<file path="config.mk">
export PLATFORM = sky130hd
export DESIGN_NAME = led_output_sequencer_flat
export DESIGN_NICKNAME = d
export VERILOG_FILES = /design/src/rtl/led_seq_pkg.sv /design/src/rtl/led_output_sequencer_if.sv /design/src/rtl/led_tick_gen.sv /design/src/rtl/led_output_sequencer.sv /design/src/flat_wrapper.sv
export SDC_FILE = /design/constraint.sdc
export NUM_CORES = 1
export LEC_CHECK = 0
export ABC_CLOCK_PERIOD_IN_PS = 3800
export CAP_MARGIN = 0
export CELL_PAD_IN_SITES_DETAIL_PLACEMENT = 2
export CELL_PAD_IN_SITES_GLOBAL_PLACEMENT = 2
export CORE_MARGIN = 2
export CORE_UTILIZATION = 39
export DETAILED_ROUTE_END_ITERATION = 6
export PLACE_DENSITY_LB_ADDON = 0.1
export REMOVE_ABC_BUFFERS = 1
export SLEW_MARGIN = 15
export SYNTH_ARGS = -nofsm -noshare
export SYNTH_HDL_FRONTEND = slang
export SYNTH_SLANG_ARGS = --single-unit
</file>
<file path="constraint.sdc">
create_clock -name clk -period 3.8 [get_ports clk]
set_input_delay 0.76 -clock clk [delete_from_list [all_inputs] [get_ports clk]]
set_output_delay 0.76 -clock clk [all_outputs]
set_load 0.01 [all_outputs]
</file>
<file path="src/rtl/led_seq_pkg.sv">
// Shared encodings for the LED output sequencer: command modes, FSM states and
// the repeat-field decode.
package led_seq_pkg;

  localparam logic [1:0] MODE_STEADY = 2'b00;
  localparam logic [1:0] MODE_DIM    = 2'b01;
  localparam logic [1:0] MODE_BLINK  = 2'b10;
  localparam logic [1:0] MODE_SWEEP  = 2'b11;

  typedef enum logic [1:0] {
    ST_IDLE  = 2'b00,
    ST_HOLD  = 2'b01,
    ST_BLINK = 2'b10,
    ST_SWEEP = 2'b11
  } state_t;

  // A repeat field of zero stands for 16 periods/steps.
  function automatic logic [4:0] repeat_count(input logic [3:0] r);
    return (r == 4'd0) ? 5'd16 : {1'b0, r};
  endfunction

endpackage

</file>
<file path="src/rtl/led_output_sequencer_if.sv">
// LED command channel: valid/ready handshake carrying mode, pattern, dim level
// and repeat count.
interface led_output_sequencer_if #(
  parameter int N_LEDS   = 3,
  parameter int PWM_BITS = 4
);
  logic                cmd_valid;
  logic                cmd_ready;
  logic [1:0]          cmd_mode;
  logic [N_LEDS-1:0]   cmd_pattern;
  logic [PWM_BITS-1:0] cmd_level;
  logic [3:0]          cmd_repeat;

  modport master (
    output cmd_valid, cmd_mode, cmd_pattern, cmd_level, cmd_repeat,
    input  cmd_ready
  );

  modport slave (
    input  cmd_valid, cmd_mode, cmd_pattern, cmd_level, cmd_repeat,
    output cmd_ready
  );
endinterface

</file>
<file path="src/rtl/led_tick_gen.sv">
// Visible-rate prescaler: tick is high in the last cycle of every TICK_DIV-cycle
// phase. clr restarts the phase so a new command always gets a full first phase.
module led_tick_gen #(
  parameter int TICK_DIV = 4194304
) (
  input  logic clk,
  input  logic rst_n,
  input  logic clr,
  output logic tick
);
  localparam int W = $clog2(TICK_DIV);
  localparam logic [W-1:0] LAST = W'(TICK_DIV - 1);

  logic [W-1:0] cnt;

  always_ff @(posedge clk or negedge rst_n) begin
    if (!rst_n) begin
      cnt <= '0;
    end else if (clr || (cnt == LAST)) begin
      cnt <= '0;
    end else begin
      cnt <= cnt + 1'b1;
    end
  end

  assign tick = (cnt == LAST) && !clr;

endmodule

</file>
<file path="src/rtl/led_output_sequencer.sv">
// LED output sequencer: steady, PWM dim, timed blink and rotating sweep.
//  state | meaning
//  IDLE  | LEDs off, ready for a command
//  HOLD  | steady or dimmed pattern (or final sweep pattern) held, ready
//  BLINK | alternating pattern/off phases, busy
//  SWEEP | rotating pattern one step per tick, busy
module led_output_sequencer
  import led_seq_pkg::*;
#(
  parameter int N_LEDS   = 3,
  parameter int TICK_DIV = 4194304,
  parameter int PWM_BITS = 4
) (
  input  logic                   clk,
  input  logic                   rst_n,
  led_output_sequencer_if.slave  cmd,
  output logic [N_LEDS-1:0]      leds,
  output logic                   busy,
  output logic                   done
);
  state_t              state, state_d;
  logic [N_LEDS-1:0]   leds_d, pat_q, pat_d;
  logic [PWM_BITS-1:0] lvl_q, lvl_d, pwm_cnt;
  logic [4:0]          rep_q, rep_d;
  logic                dim_q, dim_d, phase_q, phase_d, done_d;
  logic                accept, tick;

  assign cmd.cmd_ready = (state == ST_IDLE) || (state == ST_HOLD);
  assign busy          = (state == ST_BLINK) || (state == ST_SWEEP);
  assign accept        = cmd.cmd_valid && cmd.cmd_ready;

  led_tick_gen #(.TICK_DIV(TICK_DIV)) u_tick (
    .clk   (clk),
    .rst_n (rst_n),
    .clr   (accept),
    .tick  (tick)
  );

  always_ff @(posedge clk or negedge rst_n) begin
    if (!rst_n) begin
      state   <= ST_IDLE;
      leds    <= '0;
      pat_q   <= '0;
      lvl_q   <= '0;
      rep_q   <= '0;
      dim_q   <= 1'b0;
      phase_q <= 1'b0;
      done    <= 1'b0;
      pwm_cnt <= '0;
    end else begin
      state   <= state_d;
      leds    <= leds_d;
      pat_q   <= pat_d;
      lvl_q   <= lvl_d;
      rep_q   <= rep_d;
      dim_q   <= dim_d;
      phase_q <= phase_d;
      done    <= done_d;
      pwm_cnt <= pwm_cnt + 1'b1;
    end
  end

  always_comb begin
    state_d = state;
    leds_d  = leds;
    pat_d   = pat_q;
    lvl_d   = lvl_q;
    rep_d   = rep_q;
    dim_d   = dim_q;
    phase_d = phase_q;
    done_d  = 1'b0;

    if (accept) begin
      // New command drives the LEDs directly so HOLD-to-HOLD never passes through 0.
      pat_d   = cmd.cmd_pattern;
      lvl_d   = cmd.cmd_level;
      rep_d   = repeat_count(cmd.cmd_repeat);
      phase_d = 1'b1;
      dim_d   = 1'b0;
      leds_d  = cmd.cmd_pattern;
      case (cmd.cmd_mode)
        MODE_STEADY: state_d = ST_HOLD;
        MODE_DIM: begin
          state_d = ST_HOLD;
          dim_d   = 1'b1;
          leds_d  = cmd.cmd_pattern & {N_LEDS{pwm_cnt < cmd.cmd_level}};
        end
        MODE_BLINK:  state_d = ST_BLINK;
        default:     state_d = ST_SWEEP;
      endcase
    end else begin
      case (state)
        ST_IDLE: leds_d = '0;
        ST_HOLD: begin
          if (dim_q) leds_d = pat_q & {N_LEDS{pwm_cnt < lvl_q}};
        end
        ST_BLINK: begin
          if (tick) begin
            if (phase_q) begin
              leds_d  = '0;
              phase_d = 1'b0;
            end else if (rep_q == 5'd1) begin
              leds_d  = '0;
              done_d  = 1'b1;
              state_d = ST_IDLE;
            end else begin
              leds_d  = pat_q;
              phase_d = 1'b1;
              rep_d   = rep_q - 5'd1;
            end
          end
        end
        default: begin
          if (tick) begin
            leds_d = {leds[N_LEDS-2:0], leds[N_LEDS-1]};
            if (rep_q == 5'd1) begin
              done_d  = 1'b1;
              state_d = ST_HOLD;
            end else begin
              rep_d = rep_q - 5'd1;
            end
          end
        end
      endcase
    end
  end

endmodule

</file>
<file path="src/flat_wrapper.sv">
// flat-port wrapper written by rule: the top's interface ports become plain ports
module led_output_sequencer_flat import led_seq_pkg::*;
#(
  parameter int N_LEDS   = 3,
  parameter int TICK_DIV = 4194304,
  parameter int PWM_BITS = 4
)
  (clk, rst_n, leds, busy, done, cmd_cmd_valid, cmd_cmd_mode, cmd_cmd_pattern, cmd_cmd_level, cmd_cmd_repeat, cmd_cmd_ready);
  led_output_sequencer_if #(.N_LEDS(N_LEDS), .PWM_BITS(PWM_BITS)) cmd_i ();
  input  logic clk;
  input  logic rst_n;
  output logic [N_LEDS-1:0] leds;
  output logic busy;
  output logic done;
  input wire logic [$bits(cmd_i.cmd_valid)-1:0] cmd_cmd_valid;
  input wire logic [$bits(cmd_i.cmd_mode)-1:0] cmd_cmd_mode;
  input wire logic [$bits(cmd_i.cmd_pattern)-1:0] cmd_cmd_pattern;
  input wire logic [$bits(cmd_i.cmd_level)-1:0] cmd_cmd_level;
  input wire logic [$bits(cmd_i.cmd_repeat)-1:0] cmd_cmd_repeat;
  output wire logic [$bits(cmd_i.cmd_ready)-1:0] cmd_cmd_ready;
  assign cmd_i.cmd_valid = cmd_cmd_valid;
  assign cmd_i.cmd_mode = cmd_cmd_mode;
  assign cmd_i.cmd_pattern = cmd_cmd_pattern;
  assign cmd_i.cmd_level = cmd_cmd_level;
  assign cmd_i.cmd_repeat = cmd_cmd_repeat;
  assign cmd_cmd_ready = cmd_i.cmd_ready;
  led_output_sequencer #(.N_LEDS(N_LEDS), .TICK_DIV(TICK_DIV), .PWM_BITS(PWM_BITS)) u_core (.clk(clk), .rst_n(rst_n), .cmd(cmd_i), .leds(leds), .busy(busy), .done(done));
endmodule
</file>
# Word-level counts from Yosys, hierarchy flattened
# Cells that the tools add are included.
# word_totals
output_inout_bits,6
regBits,46
word_cells,83
# classes
n_addsub,3
mux,36
bitwise,2
magnitude_cmp,2
reduce_logical,19
eq_ne,11
# ops
operator,count
$mux 5,6
$add 22x1->22 const B,1
$eq 22x22->1 const B,1
$mux 22,1
$mux 3,7
$mux 2,6
$mux 1,11
$pmux 5 s2,1
$pmux 3 s3,1
$lt 4x4->1,2
$pmux 2 s2,2
$and 3x3->3,2
$eq 2x2->1 const B,3
$ne 3x2->1 const B,2
$reduce_and 3->1,2
$reduce_bool 2->1,3
$eq 5x1->1 const B,1
$sub 5x1->5 const B,1
$add 4x1->4 const B,1
$eq 2x1->1 const B,2
$logic_not 2->1,2
$logic_not 4->1,1
$reduce_and 4->1,1
$reduce_bool 4->1,1
other kinds (8),12

# Depth between registers and ports, before layout
# depth
word_depth,8
depth_mapped,7
mapped_depth_nobuf,7

# Modules after synthesis
# A second synthesis with hierarchy kept.
# hier_totals
cells_unflattened,251
area_unflattened_um2,2437.3
# by_module_without_submodules
module,cells_each,area_each_um2,seq_area_each_um2,instances
led_output_sequencer,134,1295.0,600.6,1
led_tick_gen,117,1142.3,550.5,1

# Least setup slack after synthesis
# Ideal clock, no wire load.
# synth_timing
path_kind,input -> register
start,in cmd_cmd_level[1]
end,reg u_core.leds[0]
arrival_ns,1.899
setup_slack_ns,1.777
stages,6
n_path_buf,0
cell_sequence,inv_1 -> ha_1 -> a2111oi_0 -> nor4_1 -> o221ai_1 -> mux2_2
# synth_via
elab_chain_cells,4
# synth_rtl
item,line,text
from (decl),flat_wrapper.sv:18,input wire logic [$bits(cmd_i.cmd_level)-1:0] cmd_cmd_level;
$lt 4x4->1,led_output_sequencer.sv:86,leds_d = cmd.cmd_pattern & {N_LEDS{pwm_cnt < cmd.cmd_level}};
$and 3x3->3,led_output_sequencer.sv:86,
$mux 3,led_output_sequencer.sv:81,case (cmd.cmd_mode)
$mux 3,led_output_sequencer.sv:73,if (accept) begin
to (signal assigned),led_output_sequencer.sv:52,leds <= leds_d;
to (decl),led_output_sequencer.sv:17,"output logic [N_LEDS-1:0] leds,"
# Every way passes these cells.
# A chain may end at the register's enable or synchronous reset.

# Worst setup path in the final report
# layout_timing
start,in cmd_cmd_level[1]
end,reg u_core.leds[2]
# The elaborated chain is that of the path after synthesis.

==> key figures <==
Run status
  • Status: finished, final reports clean

Pwr
  • Leakage: 0.00126 uW
  • Worst VDD drop: 0.130 mV
  • PwrDens: 316 nW/um^2

Run
  • # Max-Cap Violations: 0

STA
  • Final setup TNS: 0 ns
  • Final period util: 65.0%
  • Final Worst Setup Slack: 1.33 ns
  • Final Critical Period: roughly 2.5 ns
  • Worst hold slack: 0.348 ns
  • Clock skew: 0.00297 ns
  • Fin. max-slew vios: 0
  • Fmax: around 0.40 GHz
  • Relative slew slack: 61.9%
  • Worst Max-Slew Pin Slew: 0.564 ns
  • Final Hold Fails: 0
  • RSZ-0062 raised after global routing: false
  • Setup-failing EPs final: 0

Clock tree
  • Clock slew at reported path FFs: around 0.090 ns
  • Cts-stage hold buffer count: 0
  • Post-CTS sizing: 0
  • CTS root buffer: clkbuf_8
  • Clock sink count: 46
  • Postcts setup bufs: 0
  • Htree depth: 2
  • Clk buf depth: 2
  • CTS tree: yes
  • Number of clock buffers inserted by TritonCTS: 5
  • Worst skew pair latency: 0.30 ns

Logic synthesis
  • Most frequent cell after synthesis: dfrtp_1
  • Post-synth EDFFs: 0
  • Synth area leader: dfrtp_1
  • Yosys warning count: 0
  • Synth Flop Type: dfrtp_1
  • Cell count after synthesis: 244
  • Post-synth top area share: 48.3%
  • Yosys reg bits: 46
  • Post-synth top cells: dfrtp_1 (46), nor2_1 (35), nand2_1 (21), xor2_1 (17), inv_1 (16)
  • Post-Syn Area: 2380 sq um
  • Synth unique cells: 45
  • Async SR Flop Fraction: 100%
  • Area contributors post-synth: dfrtp_1 (48%), xor2_1 (6.3%), nor2_1 (5.5%)
  • Avg Cell Area, Syn: between 9 and 10 sq um
  • Register area share after synthesis: 48.3%

Route
  • Via count: 1872
  • DR pass1 iterations: 5
  • Final wirelength: 5.71 mm
  • Via density: 5.47
  • DR WL/cell: approximately 17 um
  • Initial DRC count: 79
  • Post-route DRC: 0
  • Final ANT Viol Nets: 0

Floorplan
  • Initial Util: around two fifths
  • Rows: 28
  • Core area: 5920 sq um
  • Top Ports: 22
  • Chip height: 82.1 um
  • Total die area: ~6700 sq um
  • Die X: 82.1 um

Critical path
  • Slowest-stage cell, CP: nor4_1
  • R2R Setup Slk: about 1.4 ns
  • Req. time, crit path: 3.99 ns
  • CP cell instances: clkdlybuf4s50_1 -> inv_1 -> ha_1 -> a2111oi_0 -> nor4_1 -> o221ai_1 -> mux2_2
  • Slowest stage delay, CP: 0.53 ns
  • Worst Path Max Fanout: 3
  • Arrival time worst endpoint: roughly 2.7 ns
  • Startpoint types: primary input
  • Critical path type: primary input to flip-flop
  • Crit. End Element: flip-flop

Global routing
  • Largest net degree at the start of global routing: 47
  • Global-route wire length before repair: approximately 9.9 mm
  • Overall routing resource usage: 19.0%
  • GRT Residual Overflow: 0
  • Vias in the first global route: 2017
  • Antenna violations before repair: 0

Cells and area
  • Net count, final: 292
  • Share of cells above drive strength 1: between 8 and 9%
  • Register area: between 1000 and 1500 sq um
  • Area grow syn2layout: 16.6%
  • Multi-input logic area: 1130 sq um
  • Diodes inserted: 0
  • Fin area: 2780 sq um
  • # fillers: between 600 and 700

Placement
  • Placed Instance Area: 2660 sq um
  • Hpwl dp: 4.12 mm
  • # port buffers: 21
  • Pre-CTS WS: 0.963 ns
  • Global placer's final weighted congestion: between 0.7 and 0.8

Worst hold path
  • Worst hold path type: primary input to async pin
[worst paths after layout]
path	start	cells past startpoint	endpoint
worst min register to register	u_core.dim_q	2	u_core.dim_q
max in group asynchronous	rst_n	2	u_core.done
worst min-delay path	rst_n	1	u_core.rep_q[1]
min in group clk	u_core.dim_q	2	u_core.dim_q
worst max-delay path	cmd_cmd_level[1]	7	u_core.leds[2]
worst max register to register	u_core.u_tick.cnt[0]	6	u_core.leds[1]
[layer usage]
metal / routed length, um / track usage [%] / vias up
met5: 0 / 0 / -
met2: 2870 / 32.4 / 22
met1: 2690 / 25.8 / 961
met3: 100 / 2.93 / 5
li1: - / - / 884
met4: 51 / 4.00 / 0
[per-stage QoR]
step           instances  utilization (%)  total power [uW]
5_1_grt              342             46.9               914
4_1_cts              341             46.5               891
3_3_place_gp         333             44.9               564
2_1_floorplan        235                -               531
6_report             342             46.9               878
3_5_place_dp         333             44.9               566
[final cells by class]
class / instances / area share (%)
clock buffer: 6 / 2.98
clock inverter: 2 / 0.451
inverter: 16 / 2.16
multi-input combinational: 173 / 40.9
sequential: 46 / 41.5
tap: 75 / 3.38
timing repair buffer: 24 / 8.66
[power breakdown]
group	internal [uW]	switching (uW)	total, uW
clock network	147	174	321
logic	26.2	26.5	52.6
registers	497	7.26	505
total	670	208	878
[flip-flops by register name, summed over array words and instances, names as in the netlist]
name and flops:
u_core.dim_q 1, u_core.done 1, u_core.leds 3, u_core.lvl_q 4
u_core.pat_q 3, u_core.phase_q 1, u_core.pwm_cnt 4, u_core.rep_q 5
u_core.state 2, u_core.u_tick.cnt 22
[cell families (layout without fill, tap and decap cells)]
family                   Yosys count  count (layout)  share of synthesized area [%]
AO/OA/AOI/OAI                     32              32                           9.35
buffers and inverters             25              48                           3.99
AND/OR/NAND/NOR                  104             104                           22.6
XOR/XNOR                          22              22                           8.09
adder cells (fa/ha/maj)           10              10                           5.25
multiplexers                       5               5                           2.31
flip-flops                        46              46                           48.3
[worst max-delay path, delay by kind of cell]
family | cells | cell delay (ns)
compound gates | 2 | 0.28
fa+ha+maj | 1 | 0.26
buf+inv | 2 | 0.52
simple gates | 1 | 0.53
mux | 1 | 0.29
[cells in the final DEF (no fill, tap or decap), drive strengths merged, types with 2 or more instances in the layout]
cell type	instances
ha	10
a21oi	3
a211oi	2
buf	4
clkbuf	6
nand2b	3
and2	5
nor4b	2
nor2	35
clkdlybuf4s50	20
a32oi	3
xnor2	5
o211ai	2
a31oi	2
nor4	3
mux2	4
o221ai	2
inv	16
nand3	12
and4	4
o21ai	11
dfrtp	46
xor2	17
and3	4
nand4	8
nor3	3
nand2	22
Power figures use the tool's default switching activity.
